[config.mk]
export PLATFORM = sky130hd
export DESIGN_NAME = sdram_mp_arbit
export DESIGN_NICKNAME = d
export VERILOG_FILES = /design/src/rtl/sdram_pkg.sv /design/src/rtl/sdram_rr_arb.sv /design/src/rtl/sdram_mp_arbit.sv
export SDC_FILE = /design/constraint.sdc
export NUM_CORES = 1
export LEC_CHECK = 0
export ABC_CLOCK_PERIOD_IN_PS = 3300
export CAP_MARGIN = 20
export CORE_ASPECT_RATIO = 0.7
export CORE_MARGIN = 5
export CORE_UTILIZATION = 31
export CTS_CLUSTER_DIAMETER = 150
export DETAILED_ROUTE_END_ITERATION = 8
export PLACE_DENSITY_LB_ADDON = 0.1
export REMOVE_ABC_BUFFERS = 1
export SYNTH_ARGS = -nofsm -noshare
export SYNTH_HDL_FRONTEND = slang
export SYNTH_SLANG_ARGS = --single-unit
[constraint.sdc]
create_clock -name sdram_clk -period 3.3 [get_ports sdram_clk]
set_input_delay 0.66 -clock sdram_clk [delete_from_list [all_inputs] [get_ports sdram_clk]]
set_output_delay 0.66 -clock sdram_clk [all_outputs]
set_load 0.1 [all_outputs]
[src/rtl/sdram_pkg.sv]
// Shared definitions for the multi-port SDRAM arbiter: SDRAM command codes,
// arbiter state encodings and the pin-bus bundle used by the output mux.
package sdram_pkg;

  // SDRAM commands as {cs_n, ras_n, cas_n, we_n}
  localparam logic [3:0] CMD_NOP  = 4'b0111;
  localparam logic [3:0] CMD_PRE  = 4'b0010;
  localparam logic [3:0] CMD_AREF = 4'b0001;
  localparam logic [3:0] CMD_ACT  = 4'b0011;
  localparam logic [3:0] CMD_RD   = 4'b0101;
  localparam logic [3:0] CMD_WR   = 4'b0100;
  localparam logic [3:0] CMD_MRS  = 4'b0000;

  // Arbiter states
  localparam logic [2:0] ST_INIT  = 3'd0;
  localparam logic [2:0] ST_IDLE  = 3'd1;
  localparam logic [2:0] ST_ATREF = 3'd2;
  localparam logic [2:0] ST_WR    = 3'd3;
  localparam logic [2:0] ST_RD    = 3'd4;

  // One engine's command/address bus as presented to the SDRAM pins
  typedef struct packed {
    logic [3:0]  cmd;
    logic [1:0]  bank;
    logic [12:0] addr;
  } sdram_bus_t;

  localparam sdram_bus_t BUS_NOP = '{cmd: CMD_NOP, bank: 2'd0, addr: 13'd0};

endpackage

[src/rtl/sdram_rr_arb.sv]
// Rotating-priority request picker: the search starts at ptr and wraps, the
// first asserted request wins. With ptr held at zero this is plain fixed
// priority with channel 0 highest.
module sdram_rr_arb #(
  parameter int NUM_CH = 4,
  parameter int PW     = 2
) (
  input  logic [NUM_CH-1:0] req,
  input  logic [PW-1:0]     ptr,
  output logic [NUM_CH-1:0] gnt,
  output logic [PW-1:0]     idx,
  output logic              valid
);

  // Walk the channels starting at ptr and take the first requester
  always_comb begin
    int c;
    gnt   = '0;
    idx   = '0;
    valid = 1'b0;
    c     = 0;
    for (int k = 0; k < NUM_CH; k++) begin
      c = int'(ptr) + k;
      if (c >= NUM_CH) c = c - NUM_CH;
      if (!valid && req[c]) begin
        valid  = 1'b1;
        idx    = PW'(c);
        gnt[c] = 1'b1;
      end
    end
  end

endmodule

[src/rtl/sdram_mp_arbit.sv]
// Multi-channel SDRAM arbiter: serialises init, auto-refresh and NUM_CH
// client burst requests onto one SDRAM command/data bus.
// Build option: SDRAM_ARB_FIXED_PRIO_EN selects fixed priority (channel 0
// highest); left undefined the channels are served round-robin.
module sdram_mp_arbit
  import sdram_pkg::*;
#(
  parameter int NUM_CH = 4,
  parameter int AW     = 24,
  parameter int LW     = 10,
  parameter int DW     = 16,
  localparam int PW    = (NUM_CH > 1) ? $clog2(NUM_CH) : 1
) (
  input  logic                 sdram_clk,
  input  logic                 sdram_rst,
  input  logic                 init_end,
  input  logic [3:0]           init_cmd,
  input  logic [1:0]           init_bank,
  input  logic [12:0]          init_addr,
  input  logic                 atref_req,
  input  logic                 atref_end,
  input  logic [3:0]           atref_cmd,
  input  logic [1:0]           atref_bank,
  input  logic [12:0]          atref_addr,
  input  logic                 wr_end,
  input  logic                 rd_end,
  input  logic [3:0]           wr_cmd,
  input  logic [1:0]           wr_bank,
  input  logic [12:0]          wr_addr,
  input  logic                 wr_dq_en,
  input  logic [DW-1:0]        wr_dq,
  input  logic [3:0]           rd_cmd,
  input  logic [1:0]           rd_bank,
  input  logic [12:0]          rd_addr,
  input  logic [NUM_CH-1:0]    ch_req,
  input  logic [NUM_CH-1:0]    ch_we,
  input  logic [NUM_CH*AW-1:0] ch_addr,
  input  logic [NUM_CH*LW-1:0] ch_len,
  output logic [NUM_CH-1:0]    ch_gnt,
  output logic [NUM_CH-1:0]    ch_done,
  output logic                 atref_en,
  output logic                 wr_en,
  output logic                 rd_en,
  output logic [AW-1:0]        eng_addr,
  output logic [LW-1:0]        eng_len,
  output logic [PW-1:0]        cur_ch,
  output logic                 sdram_cke,
  output logic                 sdram_cs_n,
  output logic                 sdram_ras_n,
  output logic                 sdram_cas_n,
  output logic                 sdram_we_n,
  output logic [1:0]           sdram_bank,
  output logic [12:0]          sdram_addr,
  output logic                 sdram_dq_oe,
  output logic [DW-1:0]        sdram_dq_out
);

  logic [2:0]        state_q, state_d;
  logic [NUM_CH-1:0] ch_gnt_q, ch_done_q;
  logic              atref_en_q, wr_en_q, rd_en_q;
  logic [AW-1:0]     eng_addr_q;
  logic [LW-1:0]     eng_len_q;
  logic [PW-1:0]     cur_ch_q;

  logic [NUM_CH-1:0] req_eff, arb_gnt, done_vec;
  logic [PW-1:0]     arb_ptr, arb_idx;
  logic              arb_valid;
  logic [AW-1:0]     sel_addr;
  logic [LW-1:0]     sel_len;
  logic              sel_we, sel_len_nz;
  logic              grant_fire, start_fire, burst_end;
  sdram_bus_t        pin_bus;

  // A channel whose grant is on the wire this cycle has not yet had the
  // chance to drop its request; hide it so it is not granted twice.
  assign req_eff = ch_req & ~ch_gnt_q;

  sdram_rr_arb #(
    .NUM_CH (NUM_CH),
    .PW     (PW)
  ) u_arb (
    .req   (req_eff),
    .ptr   (arb_ptr),
    .gnt   (arb_gnt),
    .idx   (arb_idx),
    .valid (arb_valid)
  );

  assign sel_addr   = ch_addr[int'(arb_idx)*AW +: AW];
  assign sel_len    = ch_len[int'(arb_idx)*LW +: LW];
  assign sel_we     = ch_we[arb_idx];
  assign sel_len_nz = |sel_len;

  // Refresh wins over channels in IDLE; a zero-length grant completes at once
  assign grant_fire = (state_q == ST_IDLE) && !atref_req && arb_valid;
  assign start_fire = grant_fire && sel_len_nz;
  assign burst_end  = ((state_q == ST_WR) && wr_end) || ((state_q == ST_RD) && rd_end);
  assign done_vec   = NUM_CH'(1) << cur_ch_q;

`ifdef SDRAM_ARB_FIXED_PRIO_EN
  assign arb_ptr = '0;
`else
  logic [PW-1:0] ptr_q, ptr_d;

  assign ptr_d = (arb_idx == PW'(NUM_CH - 1)) ? '0 : arb_idx + PW'(1);

  // Round-robin pointer: next search starts just past the last winner
  always_ff @(posedge sdram_clk) begin
    if (sdram_rst) begin
      ptr_q <= '0;
    end else if (grant_fire) begin
      ptr_q <= ptr_d;
    end
  end

  assign arb_ptr = ptr_q;
`endif

  // Next-state decision; burst completion goes straight to refresh if pending
  always_comb begin
    state_d = state_q;
    case (state_q)
      ST_INIT:  if (init_end) state_d = ST_IDLE;
      ST_IDLE: begin
        if (atref_req)       state_d = ST_ATREF;
        else if (start_fire) state_d = sel_we ? ST_WR : ST_RD;
      end
      ST_ATREF: if (atref_end) state_d = ST_IDLE;
      ST_WR:    if (wr_end) state_d = atref_req ? ST_ATREF : ST_IDLE;
      ST_RD:    if (rd_end) state_d = atref_req ? ST_ATREF : ST_IDLE;
      default:  state_d = ST_INIT;
    endcase
  end

  // State, handshake pulses and the latched burst descriptor
  always_ff @(posedge sdram_clk) begin
    if (sdram_rst) begin
      state_q    <= ST_INIT;
      ch_gnt_q   <= '0;
      ch_done_q  <= '0;
      atref_en_q <= 1'b0;
      wr_en_q    <= 1'b0;
      rd_en_q    <= 1'b0;
      eng_addr_q <= '0;
      eng_len_q  <= '0;
      cur_ch_q   <= '0;
    end else begin
      state_q    <= state_d;
      ch_gnt_q   <= grant_fire ? arb_gnt : '0;
      if (burst_end)
        ch_done_q <= done_vec;
      else if (grant_fire && !sel_len_nz)
        ch_done_q <= arb_gnt;
      else
        ch_done_q <= '0;
      atref_en_q <= (state_d == ST_ATREF) && (state_q != ST_ATREF);
      wr_en_q    <= start_fire && sel_we;
      rd_en_q    <= start_fire && !sel_we;
      if (start_fire) begin
        eng_addr_q <= sel_addr;
        eng_len_q  <= sel_len;
        cur_ch_q   <= arb_idx;
      end
    end
  end

  // Pin mux follows the current owner so engine timing passes through unchanged
  always_comb begin
    pin_bus      = BUS_NOP;
    sdram_dq_oe  = 1'b0;
    sdram_dq_out = '0;
    case (state_q)
      ST_INIT:  pin_bus = '{cmd: init_cmd, bank: init_bank, addr: init_addr};
      ST_ATREF: pin_bus = '{cmd: atref_cmd, bank: atref_bank, addr: atref_addr};
      ST_WR: begin
        pin_bus      = '{cmd: wr_cmd, bank: wr_bank, addr: wr_addr};
        sdram_dq_oe  = wr_dq_en;
        sdram_dq_out = wr_dq;
      end
      ST_RD:    pin_bus = '{cmd: rd_cmd, bank: rd_bank, addr: rd_addr};
      default:  pin_bus = BUS_NOP;
    endcase
  end

  assign {sdram_cs_n, sdram_ras_n, sdram_cas_n, sdram_we_n} = pin_bus.cmd;
  assign sdram_bank = pin_bus.bank;
  assign sdram_addr = pin_bus.addr;
  assign sdram_cke  = 1'b1;

  assign ch_gnt   = ch_gnt_q;
  assign ch_done  = ch_done_q;
  assign atref_en = atref_en_q;
  assign wr_en    = wr_en_q;
  assign rd_en    = rd_en_q;
  assign eng_addr = eng_addr_q;
  assign eng_len  = eng_len_q;
  assign cur_ch   = cur_ch_q;

endmodule

* After elaboration in Yosys (flattened, before gate mapping)
Index checks and enable logic that the tools add are counted.
W data, S select, Z words.
** Cells by class
- Div/mod/pow operators :: 0
- $add $sub $neg :: 8
- Multiplexer cells :: 53
- Shifts and indexed selects :: 3
- $mul :: 2
- Magnitude comparators :: 13
- Bitwise logic cells :: 6
- Reduce and logical (&&, ||, !) cells :: 26
- Eq/ne operators :: 7
** Operators with widths (count)
- $ge A32 B1 Y1 const B :: 4
- $lt A32 B4 Y1 const B :: 4
- $mux W32 :: 4
- $ge A32 B4 Y1 const B :: 3
- $shiftx A96 B8 Y24 :: 1
- $sub A32 B4 Y32 const B :: 3
- $pmux W19 S4 :: 1
- $shiftx A40 B7 Y10 :: 1
- $mux W4 :: 6
- $mux W3 :: 7
- $mux W1 :: 18
- $logic_and A1 B1 Y1 :: 16
- $mux W16 :: 1
- $pmux W3 S5 :: 1
- $mux W2 :: 6
- $or A4 B4 Y4 :: 3
- $bmux W1 S2 :: 5
- $reduce_or A10 Y1 :: 1
- $eq A3 B2 Y1 const B :: 3
- $demux W1 S2 :: 4
- $add A2 B2 Y3 const B :: 2
- $logic_not A1 Y1 :: 6
- $mul A2 B3 Y5 const B :: 1
- $and A4 B4 Y4 :: 1
- 16 further kinds :: 16
** Storage, ports and cells
- Input bits :: 244
- Bits in registers :: 52
- Memories :: 0
- Word-level logic and storage cells :: 128
- Memory bits (read-only) :: 0
- Memory bits (writable) :: 0
- Bits in latches :: 0

* Logic depth before layout (Yosys ltp)
Gate-level depths: netlist of run 1.
- Depth in word-level cells :: 24
- Mapped depth :: 14
- Depth with buffers taken out :: 11

* Modules after synthesis
A second synthesis of run 1 with hierarchy kept.
** Second synthesis, totals
- Cells, all modules :: 370
- Area total of the unflattened synthesis :: 3903.7 um^2
** By module, submodules not included
- sdram_mp_arbit :: sequential area each 1041.0 um^2, times used 1, cells an instance 322, area an instance 3443.3 um^2
- sdram_rr_arb :: sequential area each 0.0 um^2, times used 1, cells an instance 48, area an instance 460.4 um^2

* Worst setup path after synthesis of run 1
No wires, ideal clock.
- Path type :: reg-to-reg
- From :: register ch_gnt_q[0] (netlist: ch_gnt[0])
- To :: register eng_addr_q[21] (netlist: eng_addr[21])
- Stages on the path, launching flop included :: 13
- Data arrival time :: 3.364 ns
- Library setup time :: 0.132 ns
- Setup slack :: -0.196 ns
- Cell sequence :: dfxtp_1 nor2b_1 buf_6 mux4_2 nand2b_4 a41oi_2 mux2_4 o221a_4 and3_4 buf_6 buf_4 o21ai_0 a21oi_1
** On the way
- Cells in the longest elaborated chain, start to end :: 19
- Elaborated cells on any way between the ends :: 35
- Classes of those cells :: mul: 2; shift: 2; mux: 20; bitwise: 2; reduce/logical: 9
** RTL lines
- start, declared :: line sdram_mp_arbit.sv:59 : logic [NUM_CH-1:0] ch_gnt_q, ch_done_q;
- start signal, assigned :: line sdram_mp_arbit.sv:149 : ch_gnt_q <= grant_fire ? arb_gnt : '0;
- $not A4 Y4 * :: line sdram_mp_arbit.sv:76 : assign req_eff = ch_req & ~ch_gnt_q;
- $and A4 B4 Y4 * :: line sdram_mp_arbit.sv:76
- $bmux W1 S2 :: line sdram_rr_arb.sv:25 : if (!valid && req[c]) begin
- $mux W1 (not written as such) (2 in a row) :: line sdram_rr_arb.sv:25
- $mux W1 :: line sdram_rr_arb.sv:25
- $logic_not A1 Y1 :: line sdram_rr_arb.sv:25
- $logic_and A1 B1 Y1 :: line sdram_rr_arb.sv:25
- $mux W1 :: line sdram_rr_arb.sv:25
- [... 2 more ...]
- $mux W1 :: line sdram_rr_arb.sv:25
- $logic_not A1 Y1 :: line sdram_rr_arb.sv:25
- $logic_and A1 B1 Y1 :: line sdram_rr_arb.sv:25
- $mux W2 :: line sdram_rr_arb.sv:25
- $mul A2 B3 Y5 :: line sdram_mp_arbit.sv:90 : assign sel_len = ch_len[int'(arb_idx)*LW +: LW];
- $shiftx A40 B7 Y10 :: line sdram_mp_arbit.sv:90
- $reduce_or A10 Y1 :: line sdram_mp_arbit.sv:92 : assign sel_len_nz = |sel_len;
- $logic_and A1 B1 Y1 :: line sdram_mp_arbit.sv:96 : assign start_fire = grant_fire && sel_len_nz;
- end signal, assigned :: line sdram_mp_arbit.sv:160 : eng_addr_q <= sel_addr;
- end, declared :: line sdram_mp_arbit.sv:61 : logic [AW-1:0] eng_addr_q;
Mark *: on every way between the ends. The rest lies on a longest branch, timed or not. The select of a mux whose other input is x is not followed.
A chain may end at the register's enable or synchronous reset.

* Worst setup path in the final report of run 1
- From :: register ptr_q[0] (netlist: arb_ptr[0])
- To :: register eng_addr_q[18] (netlist: eng_addr[18])
** On the way
- Cells in the longest elaborated chain, start to end :: 19
- Elaborated cells on any way between the ends :: 48
- Classes of those cells :: add/sub: 7; mul: 2; order compare: 4; shift: 2; mux: 24; reduce/logical: 9
** RTL lines
- start, declared :: line sdram_mp_arbit.sv:103 : logic [PW-1:0] ptr_q, ptr_d;
- start signal, assigned :: line sdram_mp_arbit.sv:112 : ptr_q <= ptr_d;
- branches (longest 19 deep; another with $sub A32 B4 Y32)
Several ways; the timed one is not identified. The select of a mux whose other input is x is not followed.

==> flow_summary.json, run 1 <==
{
  "synth.distinct_cells": 56,
  "min_period_ns": 3.07,
  "antenna_cells": 0,
  "powerDensity_nw_per_um2": 457,
  "muxShareOfSynthArea_pct": 4.46,
  "dr_wl_met2_mm": 9.47,
  "synth-adder-area-share_pct": 2.38,
  "crit_buf_inv": 4,
  "power.total_mw": 3.79,
  "crit_family": "compound AO/OA/AOI/OAI gates",
  "area_growth_pct": 97.5,
  "p_leak_nw": 3.39,
  "grt_pass1_vias": 5682,
  "rsz0062_at_grt": "false",
  "clock_sinks": 52,
  "critPathKind": "register to register",
  "wl_met1_mm": 8.46,
  "yosysTopAreaCell": "dfxtp_1",
  "required_ns": 3.51,
  "cts_tree": "done",
  "synth_top_family_by_area": "simple AND/OR/NAND/NOR gates",
  "slew_headroom_pct": 53.9,
  "yosys_warnings": 0,
  "ant_nets": 0,
  "cts_buffer_depth": 2,
  "clock.fmax_mhz": 326,
  "drive_gt1_share_pct": 16.9,
  "antenna_found_initial": 0,
  "maxSlewViolCount": 0,
  "async_flop_share_pct": 0,
  "endpoint_kind": "register",
  "regArea_um2": 1040,
  "status": "finished clean",
  "row_count": 35,
  "syn_inst": 621,
  "layout_common_cells": "clkdlybuf4s50_1, nand2_1, buf_4",
  "layout_commonest_cell": "clkdlybuf4s50_1",
  "holdCritPathClass": "register to register",
  "setup_ws_ns": 0.235,
  "tns_ns": 0,
  "drcViolationCount": 0,
  "ys.flop_type": "dfxtp_1",
  "hold_buffers": 0,
  "ys_seq_elements": 52,
  "final_nets": 1197,
  "ir_drop_uv": 447,
  "fin_util_pct": 62.8,
  "synth_edf_count": 0,
  "seq_area_frac_synth_pct": 24.8,
  "finalClockSkew_ns": 0.00627,
  "yosys.area_share.xor_xnor_pct": 0.208,
  "initial_core_util_pct": 31.8,
  "path_cells": "inv_1 > ha_4 > or2_2 > nor4_2 > o31ai_1 > buf_4 > a41oi_4 > mux2_4 > o221a_4 > a31oi_4 > buf_6 > buf_12 > o211ai_1 > a21oi_1",
  "numPortBuffers": 326,
  "place_ws_ns": -0.385,
  "cts_buffers": 5,
  "wl_met3_mm": 1.59,
  "grt_max_degree": 62,
  "num_vias": 5763,
  "wl_per_cell_um": 17.7,
  "ios": 328,
  "gp_congestion": 0.933,
  "cp-start-kind": "register",
  "synth-simple-area-share_pct": 32.9,
  "clk_pin_slew_ns": 0.07,
  "grt_pass1_wl_mm": 30.4,
  "fillCellCount": 1182,
  "syn_area_per_cell_um2": 6.77,
  "worstSkewPairLatency_ns": 0.29,
  "arrival_ns": 3.28,
  "synth.area.top_cells": "dfxtp_1, nand2_1, a22oi_1, o211ai_1, a21oi_1",
  "hpwl_mm": 16.1,
  "finalHoldViolCount": 0,
  "top_layer": "met4",
  "setup_viol": 0,
  "synth_area_um2": 4200,
  "cp_slowest_cell": "dfxtp_1",
  "min_period_over_period_pct": 92.9,
  "routed_wl_mm": 20.0,
  "worstMarginPinSlew_ns": 0.691,
  "drt-pass1-iter-count": 7,
  "drt_iter0_drc": 442,
  "synth.top_cell.area_share_pct": 24.8,
  "core_um2": 13200,
  "synth-compound-area-share_pct": 28.5,
  "h-tree-depth": 2,
  "timing.max_cap.violations": 0,
  "viasPerCell": 5.10,
  "slowest_delay_ns": 0.33,
  "crit_fanout": 17,
  "clockRootBuffer": "clkbuf_16",
  "fin_hold_ws_ns": 0.478,
  "multi_input_area_um2": 2960,
  "grt_overflow": 0,
  "die_area_um2": 16000,
  "dieHeight_um": 107,
  "grt.total_usage_pct": 23.4,
  "die_w_um": 149
}
[worst min-delay path, delay by kind of cell (launching register included)]
family                 cells  cell delay (ns)
DFF                        1             0.31
AOI/OAI and AO/OA          1             0.07
buffers and inverters      1             0.05
[area by class of cell]
class	count	area share (%)
Timing Repair Buffer	367	46.5
Multi-Input combinational cell	511	35.7
Sequential cell	52	12.5
Tap cell	185	2.79
Clock buffer	7	1.84
Clock inverter	1	0.362
Inverter	8	0.362
[what timing repair did]
action                                 CTS  global route
gates cloned                             0             1
setup buffers                            3             1
endpoints found under the hold margin    0             0
setup endpoints to repair               35            42
resized for setup                       14             7
pin swaps                                3             5
[where the power goes]
group	internal [mW]	leakage, nW	switching, mW	total [mW]
sequential	0.677	0.421	0.0447	0.722
combinational	0.921	2.87	1.51	2.43
clock	0.400	0.0901	0.238	0.638
total	2.00	3.39	1.79	3.79
[through the flow]
step / std cells / area, um^2
3_5_place_dp: 1118 / 8000
2_1_floorplan: 570 / 3950
3_3_place_gp: 1118 / 8000
5_1_grt: 1131 / 8300
4_1_cts: 1129 / 8240
6_report: 1131 / 8300
[logic make-up after synthesis]
| logic type | Yosys count |
|---|---|
| simple gates | 309 |
| compound gates | 176 |
| buf+inv | 59 |
| flops | 52 |
| mux | 15 |
| fa+ha+maj | 8 |
| other cells | 1 |
| xor+xnor | 1 |
[cell usage after synthesis, types with 4 or more instances]
cell / number
buf_1: 4
nor4_1: 7
mux2i_1: 9
a22oi_1: 33
a31oi_1: 4
buf_4: 5
o21ai_0: 30
o22a_1: 4
a211oi_1: 4
and2_1: 19
o211ai_1: 29
a222oi_1: 4
nor2_1: 18
nand2_1: 192
buf_6: 5
a22o_1: 4
dfxtp_1: 52
a21oi_1: 41
nand2b_1: 8
nor3_1: 13
ha_1: 8
nand3_1: 33
clkbuf_1: 34
o21ai_1: 6
inv_1: 7
nor2b_1: 7
[per-layer routing]
| metal | vias up | GRT usage, % |
|---|---|---|
| met5 | - | 0 |
| met3 | 30 | 5.72 |
| li1 | 2851 | - |
| met4 | 0 | 5.75 |
| met2 | 251 | 38.2 |
| met1 | 2631 | 31.0 |
[registers in the layout, indices dropped and copies added, names as in the netlist]
name	flops
wr_en	1
ch_done	4
arb_ptr	2
eng_addr	24
cur_ch	2
rd_en	1
eng_len	10
state_q	3
atref_en	1
ch_gnt	4
[worst paths after layout]
check | start | to | slack, ns | cells past startpoint
min | eng_len[2] | eng_len[2] | 0.48 | 2
max reg2reg | arb_ptr[0] | eng_addr[18] | 0.23 | 14
min reg2reg | eng_len[2] | eng_len[2] | 0.48 | 2
max | arb_ptr[0] | eng_addr[18] | 0.23 | 14
Note: power is estimated with default switching activity, not from simulation.
==> run 2, diff against run 1 <==
--- a/config.mk
+++ b/config.mk
@@ -5,7 +5,7 @@
 export SDC_FILE = /design/constraint.sdc
 export NUM_CORES = 1
 export LEC_CHECK = 0
-export ABC_CLOCK_PERIOD_IN_PS = 3300
+export ABC_CLOCK_PERIOD_IN_PS = 2600
 export CAP_MARGIN = 20
 export CORE_ASPECT_RATIO = 0.7
 export CORE_MARGIN = 5
@@ -13,6 +13,7 @@
 export CTS_CLUSTER_DIAMETER = 150
 export DETAILED_ROUTE_END_ITERATION = 8
 export PLACE_DENSITY_LB_ADDON = 0.1
+export RECOVER_POWER = 50
 export REMOVE_ABC_BUFFERS = 1
 export SYNTH_ARGS = -nofsm -noshare
 export SYNTH_HDL_FRONTEND = slang
==> constraint.sdc (replaced) <==
create_clock -name sdram_clk -period 2.6 [get_ports sdram_clk]
set_input_delay 0.52 -clock sdram_clk [delete_from_list [all_inputs] [get_ports sdram_clk]]
set_output_delay 0.52 -clock sdram_clk [all_outputs]
set_load 0.1 [all_outputs]
==> run 2 against run 1 <==
  * The flow now finishes with violations (setup timing)
  * Final area grew 2.8%
  * Global-route usage grew 1.6 points
  * Clock skew shrank 0.0016 ns
  * Clock-buffer cell count is the same
  * Sequential share of layout area shrank 0.29 points
  * Sequential power grew 26%
  * Wire length grew 6.9%
  * Worst setup slack lost 0.71 ns
  * Non-clock buffer count grew 33
==> flow_summary.json, run 2 (synthesized netlist as in run 1, its figures left out) <==
{
  "status": "finished with violations",
  "violations": "setup timing",
  "antenna_cells": 0,
  "clock_sinks": 52,
  "layout_commonest_cell": "clkdlybuf4s50_1",
  "cts_buffers": 5,
  "h-tree-depth": 2,
  "routed_wl_mm": 21.3,
  "endpoint": "cur_ch[0]",
  "path_cells": "dlygate4sd2_1 > nor2b_4 > mux4_2 > nand2b_4 > a41oi_4 > mux2_4 > o221a_4 > a31oi_4 > buf_4 > buf_12 > mux2i_1 > nor2_1",
  "fin_util_pct": 64.5,
  "endpoint_kind": "register",
  "min_period_ns": 3.07,
  "clock.fmax_mhz": 325,
  "row_count": 35,
  "setup_viol": 46,
  "clockRootBuffer": "clkbuf_16",
  "holdCritPathClass": "register to register",
  "p_clk_share_pct": 14.2,
  "crit_fanout": 9,
  "drt_iter0_drc": 485,
  "final_nets": 1232,
  "grt_pass1_vias": 6091,
  "critPathKind": "input port to register",
  "regToRegStartpoint": "arb_ptr[0]",
  "stdcell_count": 1166,
  "drcViolationCount": 0,
  "timing.max_cap.violations": 0,
  "die_area_um2": 16000,
  "ir_drop_uv": 391,
  "grt_pass1_wl_mm": 32.2,
  "cts_tree": "done",
  "arrival_ns": 3.25,
  "p_leak_nw": 3.39,
  "finalHoldViolCount": 0,
  "ios": 328,
  "viasPerCell": 5.16,
  "layout_common_cells": "clkdlybuf4s50_1, nand2_1, buf_4",
  "power.total_mw": 4.84,
  "r2r_end": "cur_ch[0]",
  "largest_register_ffs": 24,
  "seq_power_share_pct": 18.7,
  "clk_pin_slew_ns": 0.07,
  "finalClockSkew_ns": 0.00463,
  "grt.total_usage_pct": 25.0,
  "wl_per_cell_um": 18.3,
  "core_um2": 13200,
  "dp_cells": 1139,
  "worstSkewPairLatency_ns": 0.29,
  "cp_slowest_cell": "mux4_2",
  "cp-startpoint": "ch_req[3]",
  "min_period_over_period_pct": 118,
  "worstMarginPinSlew_ns": 1.34,
  "grt_max_degree": 62,
  "maxSlewViolCount": 0,
  "rsz0062_at_grt": "true",
  "dieHeight_um": 107,
  "r2r_slack_ns": -0.45,
  "area_growth_pct": 103,
  "gp_congestion": 0.922,
  "swShare_pct": 48.7,
  "fillCellCount": 1168,
  "tns_ns": -17.56,
  "antenna_found_initial": 0,
  "ant_nets": 0,
  "numPortBuffers": 326,
  "num_vias": 6022,
  "hpwl_mm": 16.7,
  "switching_power_mw": 2.36,
  "slowest_delay_ns": 0.51,
  "initial_core_util_pct": 31.8,
  "fin_hold_ws_ns": 0.479,
  "required_ns": 2.78,
  "drive_gt1_share_pct": 17.0,
  "comb_power_share_pct": 67.1,
  "cp-start-kind": "input port",
  "powerDensity_nw_per_um2": 568,
  "p_int_mw": 2.48,
  "die_w_um": 149,
  "reg2regPathDepth": 13,
  "grt_overflow": 0,
  "setup_ws_ns": -0.474,
  "slew_headroom_pct": 11.1,
  "drt-pass1-iter-count": 7,
  "cts_buffer_depth": 2
}
## run 2: metrics by stage
stage	setup WS [ns]	cell area [um^2]
global route	-0.525	8530
finish	-0.474	8530
floorplan	-2.77	3950
global placement	-1.01	8170
detailed placement	-1.13	8170
CTS	-0.367	8610
## run 2: layout make-up
| cell class | instances | area (um^2) | share of cell area [%] |
|---|---|---|---|
| timing repair buffer | 400 | 4000 | 46.9 |
| multi-input combinational | 513 | 3070 | 36.0 |
| sequential | 52 | 1040 | 12.2 |
| tap | 185 | 231 | 2.71 |
| clock buffer | 7 | 143 | 1.67 |
| inverter | 8 | 30.0 | 0.352 |
| clock inverter | 1 | 7.51 | 0.0880 |
## run 2: how the worst min path moves through the flow
stage                             from  slack, ns  cells past startpoint           end
after CTS                   eng_len[3]       0.48                      2    eng_len[3]
after floorplan              sdram_rst       0.59                      1   eng_addr[0]
after global routing        eng_len[1]       0.51                      2    eng_len[1]
after detailed placement    eng_len[3]       0.47                      2    eng_len[3]
final                     eng_addr[17]       0.48                      2  eng_addr[17]
after global placement      eng_len[2]       0.46                      2    eng_len[2]
## run 2: power groups by stage
stage               clock network [mW]  registers, mW  logic [mW]
floorplan                            0           1.31        1.45
global placement                     0          0.919        3.06
detailed placement                   0          0.923        3.10
CTS                              0.709          0.907        3.23
global route                     0.738          0.916        3.42
finish                           0.688          0.907        3.25
## run 2: what timing repair did
action,CTS,global route
resized for setup,46,6
endpoints found under the setup margin,51,79
hold buffers,0,0
pin swaps,9,4
setup buffers,10,5
cloned,3,2
## run 2: worst max-delay path, delay by kind of cell
family	cells	cell delay [ns]
muxes	3	1.02
buffers and inverters	3	0.54
AOI/OAI and AO/OA	3	0.79
and+or+nand+nor	3	0.36
## run 2: routing by layer
layer	track usage [%]	vias to the layer above	wire length, um
li1	-	2924	-
met1	32.5	2789	8770
met2	41.5	283	10400
met3	6.02	26	1730
met4	6.66	0	419
met5	0	-	0
